--- config.mk ---
export PLATFORM = sky130hd
export DESIGN_NAME = one_hot_decoder
export DESIGN_NICKNAME = d
export VERILOG_FILES = /design/src/rtl/one_hot_decoder.sv
export SDC_FILE = /design/constraint.sdc
export NUM_CORES = 1
export LEC_CHECK = 0
export CORE_UTILIZATION = 45
export CTS_CLUSTER_SIZE = 10
export DETAILED_ROUTE_END_ITERATION = 16
export DONT_BUFFER_PORTS = 1
export PLACE_DENSITY = 0.69
export SETUP_SLACK_MARGIN = 0.4
export SLEW_MARGIN = 20
export SYNTH_ARGS = -nofsm -noshare
export SYNTH_HDL_FRONTEND = slang
export SYNTH_SLANG_ARGS = --single-unit
--- constraint.sdc ---
create_clock -name clk -period 2.4 [get_ports clk]
set_input_delay 0.24 -clock clk [delete_from_list [all_inputs] [get_ports clk]]
set_output_delay 0.24 -clock clk [all_outputs]
set_load 0.05 [all_outputs]
--- src/rtl/one_hot_decoder.sv ---
// rtl/one_hot_decoder.sv - registered N-to-2^N one-hot decoder with pulse hold and one-deep pending slot
// Optional sticky drop flag on port ovf when DEC_OVF_EN is defined.
module one_hot_decoder #(
    parameter int N_SEL       = 3,
    parameter int OUT_W       = 1 << N_SEL,
    parameter int HOLD_CYCLES = 4
) (
    input  logic             clk,
    input  logic             rst_n,
    input  logic             vin,
    input  logic [N_SEL-1:0] a,
    output logic             rdy,
    output logic [OUT_W-1:0] out,
    output logic             vout,
`ifdef DEC_OVF_EN
    output logic             ovf,
`endif
    output logic             busy
);

    localparam logic       S_IDLE  = 1'b0;
    localparam logic       S_HOLD  = 1'b1;
    localparam logic [7:0] HOLD_M1 = 8'(HOLD_CYCLES - 1);

    logic             r_state;
    logic [OUT_W-1:0] r_out;
    logic             r_vout;
    logic [7:0]       r_cnt;
    logic [N_SEL-1:0] r_pend;
    logic             r_pend_v;

    logic [OUT_W-1:0] w_dec_a;
    logic [OUT_W-1:0] w_dec_pend;
    logic             w_final;

    assign w_dec_a    = {{(OUT_W-1){1'b0}}, 1'b1} << a;
    assign w_dec_pend = {{(OUT_W-1){1'b0}}, 1'b1} << r_pend;
    assign w_final    = (r_cnt == 8'd0);

    // rdy comes only from registered state so the sender never sees a loop through vin
    assign rdy  = ~r_pend_v;
    assign busy = (r_state == S_HOLD) | r_pend_v;
    assign out  = r_out;
    assign vout = r_vout;

    always_ff @(posedge clk or negedge rst_n) begin
        if (!rst_n) begin
            r_state  <= S_IDLE;
            r_out    <= '0;
            r_vout   <= 1'b0;
            r_cnt    <= 8'd0;
            r_pend   <= '0;
            r_pend_v <= 1'b0;
        end else begin
            case (r_state)
                S_IDLE: begin
                    if (vin) begin
                        r_out   <= w_dec_a;
                        r_vout  <= 1'b1;
                        r_cnt   <= HOLD_M1;
                        r_state <= S_HOLD;
                    end else begin
                        r_out   <= '0;
                        r_vout  <= 1'b0;
                    end
                end
                default: begin
                    if (!w_final) begin
                        r_cnt <= r_cnt - 8'd1;
                        if (vin && !r_pend_v) begin
                            r_pend   <= a;
                            r_pend_v <= 1'b1;
                        end
                    end else if (r_pend_v) begin
                        // a code arriving here with pend_v set sees rdy=0 and is dropped
                        r_out    <= w_dec_pend;
                        r_cnt    <= HOLD_M1;
                        r_pend_v <= 1'b0;
                    end else if (vin) begin
                        r_out <= w_dec_a;
                        r_cnt <= HOLD_M1;
                    end else begin
                        r_out   <= '0;
                        r_vout  <= 1'b0;
                        r_state <= S_IDLE;
                    end
                end
            endcase
        end
    end

`ifdef DEC_OVF_EN
    logic r_ovf;

    always_ff @(posedge clk or negedge rst_n) begin
        if (!rst_n) begin
            r_ovf <= 1'b0;
        end else if (vin && !rdy) begin
            r_ovf <= 1'b1;
        end
    end

    assign ovf = r_ovf;
`endif

endmodule

* Yosys cells after proc, flatten, opt, wreduce, memory -nomap -nowiden
Cells that the tools add are included.
Operators by class: multipliers 0, muxes and demuxes 18, shifts and indexed selects 2, reductions and logical operators 7, eq/ne operators 3, add/subtract/negate cells 1, bitwise gates (word level) 3, div/mod/pow operators 0, $lt $le $gt $ge 0
Operators with widths (count):
- $mux W8 | 8
- $shl A1 B3 Y8 const A | 2
- $mux W1 | 10
- $logic_not A8 Y1 | 1
- $sub A8 B1 Y8 const B | 1
- $reduce_and A3 Y1 | 2
- $ne A2 B2 Y1 const B | 2
- $ne A2 B1 Y1 const B | 1
- $not A1 Y1 | 2
- $reduce_and A2 Y1 | 1
- $reduce_bool A2 Y1 | 1
- $logic_and A1 B1 Y1 | 1
- $logic_not A1 Y1 | 1
- $or A1 B1 Y1 | 1
Word-level totals: ROM bits 0, flip-flop bits (word level) 22, memories 0, word-level logic and storage cells 40, output and inout port bits 11, bits in latches 0, bits in writable memories 0

* Longest topological paths before layout
Gate-level depths: netlist of run 1.
depth in word-level cells 5, mapped depth 6

* Least setup slack after synthesis of run 1
Ideal clock, no wire load.
path kind register to register, start reg r_cnt[3], end reg r_out[3] (netlist: out[3]), path buffers 1, slack 616 ps, cell stages (with the launch flop) 5, data required time 2275 ps, arrival time 1658 ps, cells stage by stage dfrtp_1 > or4_4 > o31ai_4 > buf_6 > mux2_4
Between the ends: longest elaborated chain between the ends 2
Ends and longest elaborated chain:
- from (decl) | line 28 | logic [7:0] r_cnt;
- from (signal assigned) | line 69 | r_cnt <= r_cnt - 8'd1;
- $logic_not A8 Y1 | line 38 | assign w_final = (r_cnt == 8'd0);
- $ne A2 B1 Y1 (no line)
- to (signal assigned) | line 58 | r_out <= w_dec_a;
- to (signal assigned) | line 76 | r_out <= w_dec_pend;
- to (signal assigned) | line 80 | r_out <= w_dec_a;
- to (decl) | line 26 | logic [OUT_W-1:0] r_out;
No other way between the ends. A chain may end at the register's enable or synchronous reset.

* Worst setup path after layout of run 1
start reg r_cnt[3], end reg r_out[7] (netlist: out[7])
The elaborated chain is that of the path after synthesis.

==> impl_metrics.prom, run 1 <==
# TYPE chip_impl_metric gauge
chip_impl_metric{name="global_route.usage.total",unit=""} 0.2036
chip_impl_metric{name="ratio_of_cells_with_drive_above_1_in_the_final_layout",unit=""} 0.2034
chip_impl_metric{name="totalNegativeSetupSlack",unit="ns"} 0
chip_impl_metric{name="first_iter_violations",unit=""} 24
chip_impl_info{name="final_common_cell",value="sky130_fd_sc_hd__dfrtp_1"} 1
chip_impl_metric{name="synth_nets",unit=""} 119
chip_impl_metric{name="relSlewSlack",unit=""} 0.5617
chip_impl_info{name="ys.flop_type",value="sky130_fd_sc_hd__dfrtp_1"} 1
chip_impl_metric{name="post_synth_inst_count",unit=""} 112
chip_impl_metric{name="worst_hold_path.num_cells",unit=""} 1
chip_impl_metric{name="antenna-diode-count",unit=""} 0
chip_impl_metric{name="clk_latency",unit="ns"} 0.32
chip_impl_metric{name="number_of_global_route_vias_before_repair",unit=""} 900
chip_impl_metric{name="die-height",unit="microns"} 53.96
chip_impl_metric{name="antenna_found_initial",unit=""} 0
chip_impl_info{name="leading_cell_types_in_the_layout_fill_and_taps_excluded",value="sky130_fd_sc_hd__dfrtp_1 (22), sky130_fd_sc_hd__inv_1 (9), sky130_fd_sc_hd__nand2_1 (7), sky130_fd_sc_hd__nor2b_1 (7), sky130_fd_sc_hd__nor2_1 (6)"} 1
chip_impl_metric{name="cts_inserted_buffers",unit=""} 3
chip_impl_metric{name="floorplan.die_area",unit="sq um"} 2912
chip_impl_metric{name="max-vdd-ir-drop",unit="uV"} 247.3
chip_impl_metric{name="p_leak",unit="uW"} 0.0005623
chip_impl_metric{name="pin_count",unit=""} 17
chip_impl_metric{name="synth_seq_cells",unit=""} 22
chip_impl_metric{name="finish.utilization",unit=""} 0.5248
chip_impl_metric{name="number_of_standard_cells_in_the_layout_taps_in_and_fillers_out",unit=""} 148
chip_impl_metric{name="tritoncts_sinks",unit=""} 22
chip_impl_metric{name="timing.critical_path.arrival",unit="ns"} 2.14
chip_impl_metric{name="die_w",unit="microns"} 53.96
chip_impl_metric{name="library_cells_used_by_synthesis",unit=""} 41
chip_impl_info{name="unrepaired_setup_endpoints_after_global_routing",value="no"} 1
chip_impl_metric{name="final.period_utilization",unit=""} 0.8019
chip_impl_metric{name="drcViolationCount",unit=""} 0
chip_impl_info{name="tritoncts",value="done"} 1
chip_impl_metric{name="timing_hold_violations_final",unit=""} 0
chip_impl_info{name="critical_path_endpoint_category",value="flop"} 1
chip_impl_metric{name="coreArea",unit="sq um"} 2522
chip_impl_metric{name="r2r_cells",unit=""} 4
chip_impl_metric{name="cts.path.max_buffers",unit=""} 2
chip_impl_metric{name="place_inst",unit=""} 140
chip_impl_metric{name="power.density_cell_area",unit="nW/um^2"} 453.3
chip_impl_metric{name="cts.clk_slew.worst_paths",unit="ns"} 0.13
chip_impl_metric{name="synthesized_area_fraction_occupied_by_and_or_nand_nor_cells",unit=""} 0.1813
chip_impl_metric{name="area_of_the_mapped_netlist",unit="sq um"} 1215
chip_impl_metric{name="remaining_antenna_violation_count_after_routing",unit=""} 0
chip_impl_metric{name="area_delta_synth_final",unit="%"} 8.960
chip_impl_info{name="combinational_family_with_the_most_area_after_synthesis",value="compound AO/OA/AOI/OAI gates"} 1
chip_impl_metric{name="core.rowCount",unit=""} 18
chip_impl_metric{name="drt_first_pass_iters",unit=""} 4
chip_impl_info{name="hold_path_class",value="in2reg"} 1
chip_impl_metric{name="grt_first_pass_wirelength",unit="mm"} 4.160
chip_impl_metric{name="min_period",unit="ns"} 1.924
chip_impl_metric{name="synthesis.yosys.warnings",unit=""} 0
chip_impl_metric{name="setup_viol",unit=""} 0
chip_impl_metric{name="cp.required",unit="ns"} 2.61
chip_impl_metric{name="dpl.hpwl",unit="mm"} 1.815
chip_impl_info{name="start_kind",value="flop"} 1
chip_impl_metric{name="synth-seq-area-share",unit=""} 0.4531
chip_impl_metric{name="postRouteWirelength",unit="mm"} 2.590
chip_impl_info{name="path_class",value="reg2reg"} 1
chip_impl_metric{name="dr_total_vias",unit=""} 915
chip_impl_metric{name="via_to_cell_ratio",unit=""} 6.182
chip_impl_metric{name="maximum_number_of_pins_on_one_net_before_global_route_repair",unit=""} 23
chip_impl_metric{name="synthAdderAreaFrac",unit=""} 0.01030
chip_impl_metric{name="grt_overflow",unit=""} 0
chip_impl_metric{name="synth_compound_gate_area_share",unit=""} 0.1977
chip_impl_metric{name="portBuffers",unit=""} 0
chip_impl_metric{name="timing.final.max_slew_violations",unit=""} 0
chip_impl_metric{name="cts.repair.resized",unit=""} 0
chip_impl_metric{name="clock-skew-final",unit="ns"} 0.006745
chip_impl_metric{name="num-nets-final",unit=""} 126
chip_impl_metric{name="post_synth_mux_area_share",unit=""} 0.1112
chip_impl_info{name="outcome",value="complete, no violations"} 1
chip_impl_metric{name="detail_route.wl_per_cell",unit="microns"} 17.50
chip_impl_metric{name="synth_async_sr_flop_share",unit=""} 1.000
chip_impl_info{name="cts_root_buf",value="sky130_fd_sc_hd__clkbuf_4"} 1
chip_impl_metric{name="path_max_fanout",unit=""} 8
chip_impl_metric{name="syn-mean-instance-area",unit="sq um"} 10.85
chip_impl_metric{name="synth_edf_count",unit=""} 0
chip_impl_metric{name="timing.max_cap.violations",unit=""} 0
chip_impl_metric{name="cts_max_level",unit=""} 1
chip_impl_metric{name="post_synth_xor_area_fraction",unit=""} 0
chip_impl_metric{name="tightestPinTransition",unit="ns"} 0.6516
chip_impl_metric{name="place.gp.congestion",unit=""} 0.8511
chip_impl_metric{name="floorplan.initialDensity",unit=""} 0.4816
chip_impl_metric{name="clock.fmax",unit="GHz"} 0.5196
==> where the power goes <==
group | switching [uW] | internal, uW | total, uW
Clock | 120 | 92.8 | 213
Sequential | 0 | 371 | 371
Combinational | 12.1 | 4.35 | 16.4
Total | 132 | 468 | 600
==> what timing repair did <==
item | CTS | global route
setup buffers | 2 | 0
endpoints found under the hold margin | 22 | 22
endpoints found under the setup margin | 7 | 0
hold buffers | 1 | 1
==> worst max-delay path, cell delays in order (launching register included) <==
cell and delay, ns:
sky130_fd_sc_hd__dfrtp_1 0.46, sky130_fd_sc_hd__or4_4 0.59, sky130_fd_sc_hd__o31ai_4 0.28, sky130_fd_sc_hd__buf_12 0.16, sky130_fd_sc_hd__mux2_2 0.32
==> through the flow <==
step	hold slack [ns]	instance area, sq um	total power [uW]	setup slack [ns]
3_5_place_dp	-0.05504	1245	384.9	0.3702
2_1_floorplan	-0.05559	1215	383.6	0.6164
3_3_place_gp	-0.05496	1245	384.6	0.4008
5_1_grt	0.05711	1324	613.2	0.4373
6_report	0.06631	1324	600.1	0.4755
4_1_cts	0.06085	1319	603.0	0.4847
==> synthesized netlist by cell type, types with 2 or more instances <==
master	number	area share
sky130_fd_sc_hd__nand2_1	7	0.022
sky130_fd_sc_hd__clkbuf_1	3	0.0093
sky130_fd_sc_hd__nor2_1	6	0.019
sky130_fd_sc_hd__a21oi_1	2	0.0082
sky130_fd_sc_hd__o211ai_1	2	0.012
sky130_fd_sc_hd__mux2_4	4	0.049
sky130_fd_sc_hd__or3b_2	2	0.014
sky130_fd_sc_hd__o32ai_1	2	0.014
sky130_fd_sc_hd__a32oi_1	5	0.036
sky130_fd_sc_hd__a21boi_0	2	0.012
sky130_fd_sc_hd__or4_1	2	0.012
sky130_fd_sc_hd__mux2_2	4	0.037
sky130_fd_sc_hd__inv_1	9	0.028
sky130_fd_sc_hd__nor2b_1	7	0.036
sky130_fd_sc_hd__dfrtp_1	22	0.45
sky130_fd_sc_hd__o21ai_0	3	0.012
sky130_fd_sc_hd__mux2i_1	3	0.025
sky130_fd_sc_hd__a32o_1	3	0.025
sky130_fd_sc_hd__nand3_1	2	0.0082
==> sequential cells by signal, summed over array words and instances (netlist names) <==
| register | flops |
|---|---|
| r_pend | 3 |
| out | 8 |
| vout | 1 |
| r_cnt | 8 |
| r_pend_v | 1 |
| r_state | 1 |
==> cell families after synthesis <==
group	count (synthesis)
AND/OR/NAND/NOR	37
buffers and inverters	13
AO/OA/AOI/OAI	28
flip-flops	22
adder cells (fa/ha/maj)	1
multiplexers	11
==> final timing paths <==
check | start | endpoint | slack, ns
min reg2reg | r_cnt[0] | r_cnt[0] | 0.55
min | a[1] | r_pend[1] | 0.07
max in group asynchronous | rst_n | r_pend[2] | 1.64
min in group asynchronous | rst_n | r_cnt[4] | 0.42
max | r_cnt[3] | out[7] | 0.48
max reg2reg | r_cnt[3] | out[7] | 0.48
==> metal layers <==
layer,GRT usage,wire length (microns)
met5,0,0
met4,0.08772,16
met3,0.03390,125
met2,0.3210,1241
met1,0.2718,1207
==> cell type report <==
class | instances | area, sq um
Timing Repair Buffer | 6 | 57.56
Multi-Input combinational cell | 77 | 608.1
Tap cell | 30 | 37.54
Sequential cell | 22 | 550.5
Fill cell | 234 | 1199
Inverter | 9 | 33.78
Clock buffer | 4 | 36.28
No activity file was read; power rests on OpenSTA's default activity.
==> inputs of run 2 (changes only) <==
Clock period 2.4 ns to 2 ns, I/O delays scaled along.
==> impl_metrics.prom, run 2 (same netlist as run 1, synthesis figures left out) <==
# TYPE chip_impl_metric gauge
chip_impl_info{name="outcome",value="complete, no violations"} 1
chip_impl_metric{name="tightestPinTransition",unit="ns"} 0.6311
chip_impl_metric{name="drcViolationCount",unit=""} 0
chip_impl_metric{name="final.period_utilization",unit=""} 0.8766
chip_impl_metric{name="number_of_standard_cells_in_the_layout_taps_in_and_fillers_out",unit=""} 155
chip_impl_metric{name="pin_count",unit=""} 17
chip_impl_metric{name="number_of_global_route_vias_before_repair",unit=""} 924
chip_impl_info{name="hold_path_class",value="in2reg"} 1
chip_impl_metric{name="worst_hold_path.num_cells",unit=""} 1
chip_impl_metric{name="timing_hold_violations_final",unit=""} 0
chip_impl_metric{name="totalNegativeSetupSlack",unit="ns"} 0
chip_impl_metric{name="cts.path.max_buffers",unit=""} 2
chip_impl_metric{name="floorplan.die_area",unit="sq um"} 2912
chip_impl_metric{name="cts.clk_slew.worst_paths",unit="ns"} 0.11
chip_impl_metric{name="tritoncts_sinks",unit=""} 22
chip_impl_metric{name="dpl.hpwl",unit="mm"} 1.814
chip_impl_metric{name="drt_first_pass_iters",unit=""} 4
chip_impl_metric{name="place.gp.congestion",unit=""} 0.8468
chip_impl_info{name="start_kind",value="flop"} 1
chip_impl_metric{name="postRouteWirelength",unit="mm"} 2.645
chip_impl_metric{name="first_iter_violations",unit=""} 32
chip_impl_metric{name="path_max_fanout",unit=""} 5
chip_impl_metric{name="timing.final.max_slew_violations",unit=""} 0
chip_impl_metric{name="post-route-worst-setup-slack",unit="ns"} 0.2468
chip_impl_metric{name="finish.utilization",unit=""} 0.5680
chip_impl_info{name="final_common_cell",value="sky130_fd_sc_hd__dfrtp_1"} 1
chip_impl_info{name="path_class",value="reg2reg"} 1
chip_impl_metric{name="num-nets-final",unit=""} 133
chip_impl_metric{name="relSlewSlack",unit=""} 0.5755
chip_impl_metric{name="timing.critical_path.arrival",unit="ns"} 1.96
chip_impl_metric{name="placement.setup.worst_slack",unit="ns"} 0.1242
chip_impl_metric{name="clock.fmax",unit="GHz"} 0.5704
chip_impl_metric{name="max-vdd-ir-drop",unit="uV"} 413.4
chip_impl_metric{name="coreArea",unit="sq um"} 2522
chip_impl_metric{name="power.density_cell_area",unit="nW/um^2"} 493.8
chip_impl_metric{name="area_delta_synth_final",unit="%"} 17.92
chip_impl_metric{name="remaining_antenna_violation_count_after_routing",unit=""} 0
chip_impl_metric{name="detail_route.wl_per_cell",unit="microns"} 17.06
chip_impl_metric{name="setup_viol",unit=""} 0
chip_impl_metric{name="clock-skew-final",unit="ns"} 0.001824
chip_impl_metric{name="antenna-diode-count",unit=""} 0
chip_impl_metric{name="maximum_number_of_pins_on_one_net_before_global_route_repair",unit=""} 23
chip_impl_metric{name="ratio_of_cells_with_drive_above_1_in_the_final_layout",unit=""} 0.3360
chip_impl_metric{name="clk_latency",unit="ns"} 0.31
chip_impl_metric{name="dr_total_vias",unit=""} 947
chip_impl_metric{name="total_power",unit="uW"} 707.4
chip_impl_metric{name="via_to_cell_ratio",unit=""} 6.110
chip_impl_metric{name="cts_inserted_buffers",unit=""} 3
chip_impl_metric{name="antenna_found_initial",unit=""} 0
chip_impl_metric{name="cp.required",unit="ns"} 2.21
chip_impl_info{name="cts_root_buf",value="sky130_fd_sc_hd__clkbuf_4"} 1
chip_impl_metric{name="min_period",unit="ns"} 1.753
chip_impl_info{name="leading_cell_types_in_the_layout_fill_and_taps_excluded",value="sky130_fd_sc_hd__dfrtp_1 (21), sky130_fd_sc_hd__buf_4 (8), sky130_fd_sc_hd__inv_1 (7), sky130_fd_sc_hd__nand2_1 (7), sky130_fd_sc_hd__nor2b_1 (7)"} 1
chip_impl_metric{name="r2r_cells",unit=""} 4
chip_impl_metric{name="grt_overflow",unit=""} 0
chip_impl_metric{name="grt_first_pass_wirelength",unit="mm"} 4.567
chip_impl_metric{name="timing.max_cap.violations",unit=""} 0
chip_impl_info{name="unrepaired_setup_endpoints_after_global_routing",value="yes"} 1
chip_impl_metric{name="place_inst",unit=""} 141
chip_impl_info{name="tritoncts",value="done"} 1
chip_impl_metric{name="core.rowCount",unit=""} 18
chip_impl_metric{name="die-height",unit="microns"} 53.96
chip_impl_metric{name="portBuffers",unit=""} 0
chip_impl_metric{name="global_route.usage.total",unit=""} 0.2298
chip_impl_metric{name="cts_max_level",unit=""} 1
chip_impl_metric{name="floorplan.initialDensity",unit=""} 0.4816
chip_impl_info{name="critical_path_endpoint_category",value="flop"} 1
chip_impl_metric{name="p_leak",unit="uW"} 0.0006321
chip_impl_metric{name="die_w",unit="microns"} 53.96
run 2: stage by stage:
step                      cell area, sq um  hold WS (ns)
final                                 1433       0.03255
after global placement                1257      -0.09498
after CTS                             1415       0.02456
after detailed placement              1257      -0.09500
after global routing                  1433      0.009138
after floorplan                       1220      -0.09559
run 2: worst paths after layout:
kind	start	endpoint	slack [ns]
setup / recovery	r_cnt[5]	out[6]	0.25
hold / removal	a[2]	r_pend[2]	0.03
setup reg to reg	r_cnt[5]	out[6]	0.25
hold reg to reg	r_cnt[1]	r_cnt[1]	0.60
max in group asynchronous	rst_n	r_state	1.27
min in group asynchronous	rst_n	out[5]	0.37
run 2: critical path, cell delays in order, from the launching register on:
cell                      delay (ns)
sky130_fd_sc_hd__dfrtp_1        0.41
sky130_fd_sc_hd__or4_4          0.56
sky130_fd_sc_hd__o31ai_4        0.21
sky130_fd_sc_hd__buf_6          0.17
sky130_fd_sc_hd__mux2_4         0.30
run 2: layout make-up:
class	count	area (sq um)
clock buffer	4	36.28
fill	218	1090
inverter	9	33.78
multi-input combinational	77	664.4
sequential	22	551.8
tap	30	37.54
timing repair buffer	13	108.9
run 2: what timing repair did:
action	CTS	global route
setup buffers	7	0
hold buffers	1	1
cloned	1	0
pin swaps	4	3
hold endpoints to repair	22	22
endpoints found under the setup margin	20	20
resized for setup	14	5
run 2: power breakdown:
part	internal, uW	leakage [uW]	switching (uW)
logic	5.23	0.000355	14.2
clock network	111	0.0000210	132
registers	445	0.000256	0
total	561	0.000632	146
run 2: metal layers:
layer	GRT usage	wire length, microns	up-vias
met3	0.06497	104	5
li1	-	-	448
met2	0.3539	1208	17
met4	0.07895	39	0
met5	0	0	-
met1	0.3067	1293	477
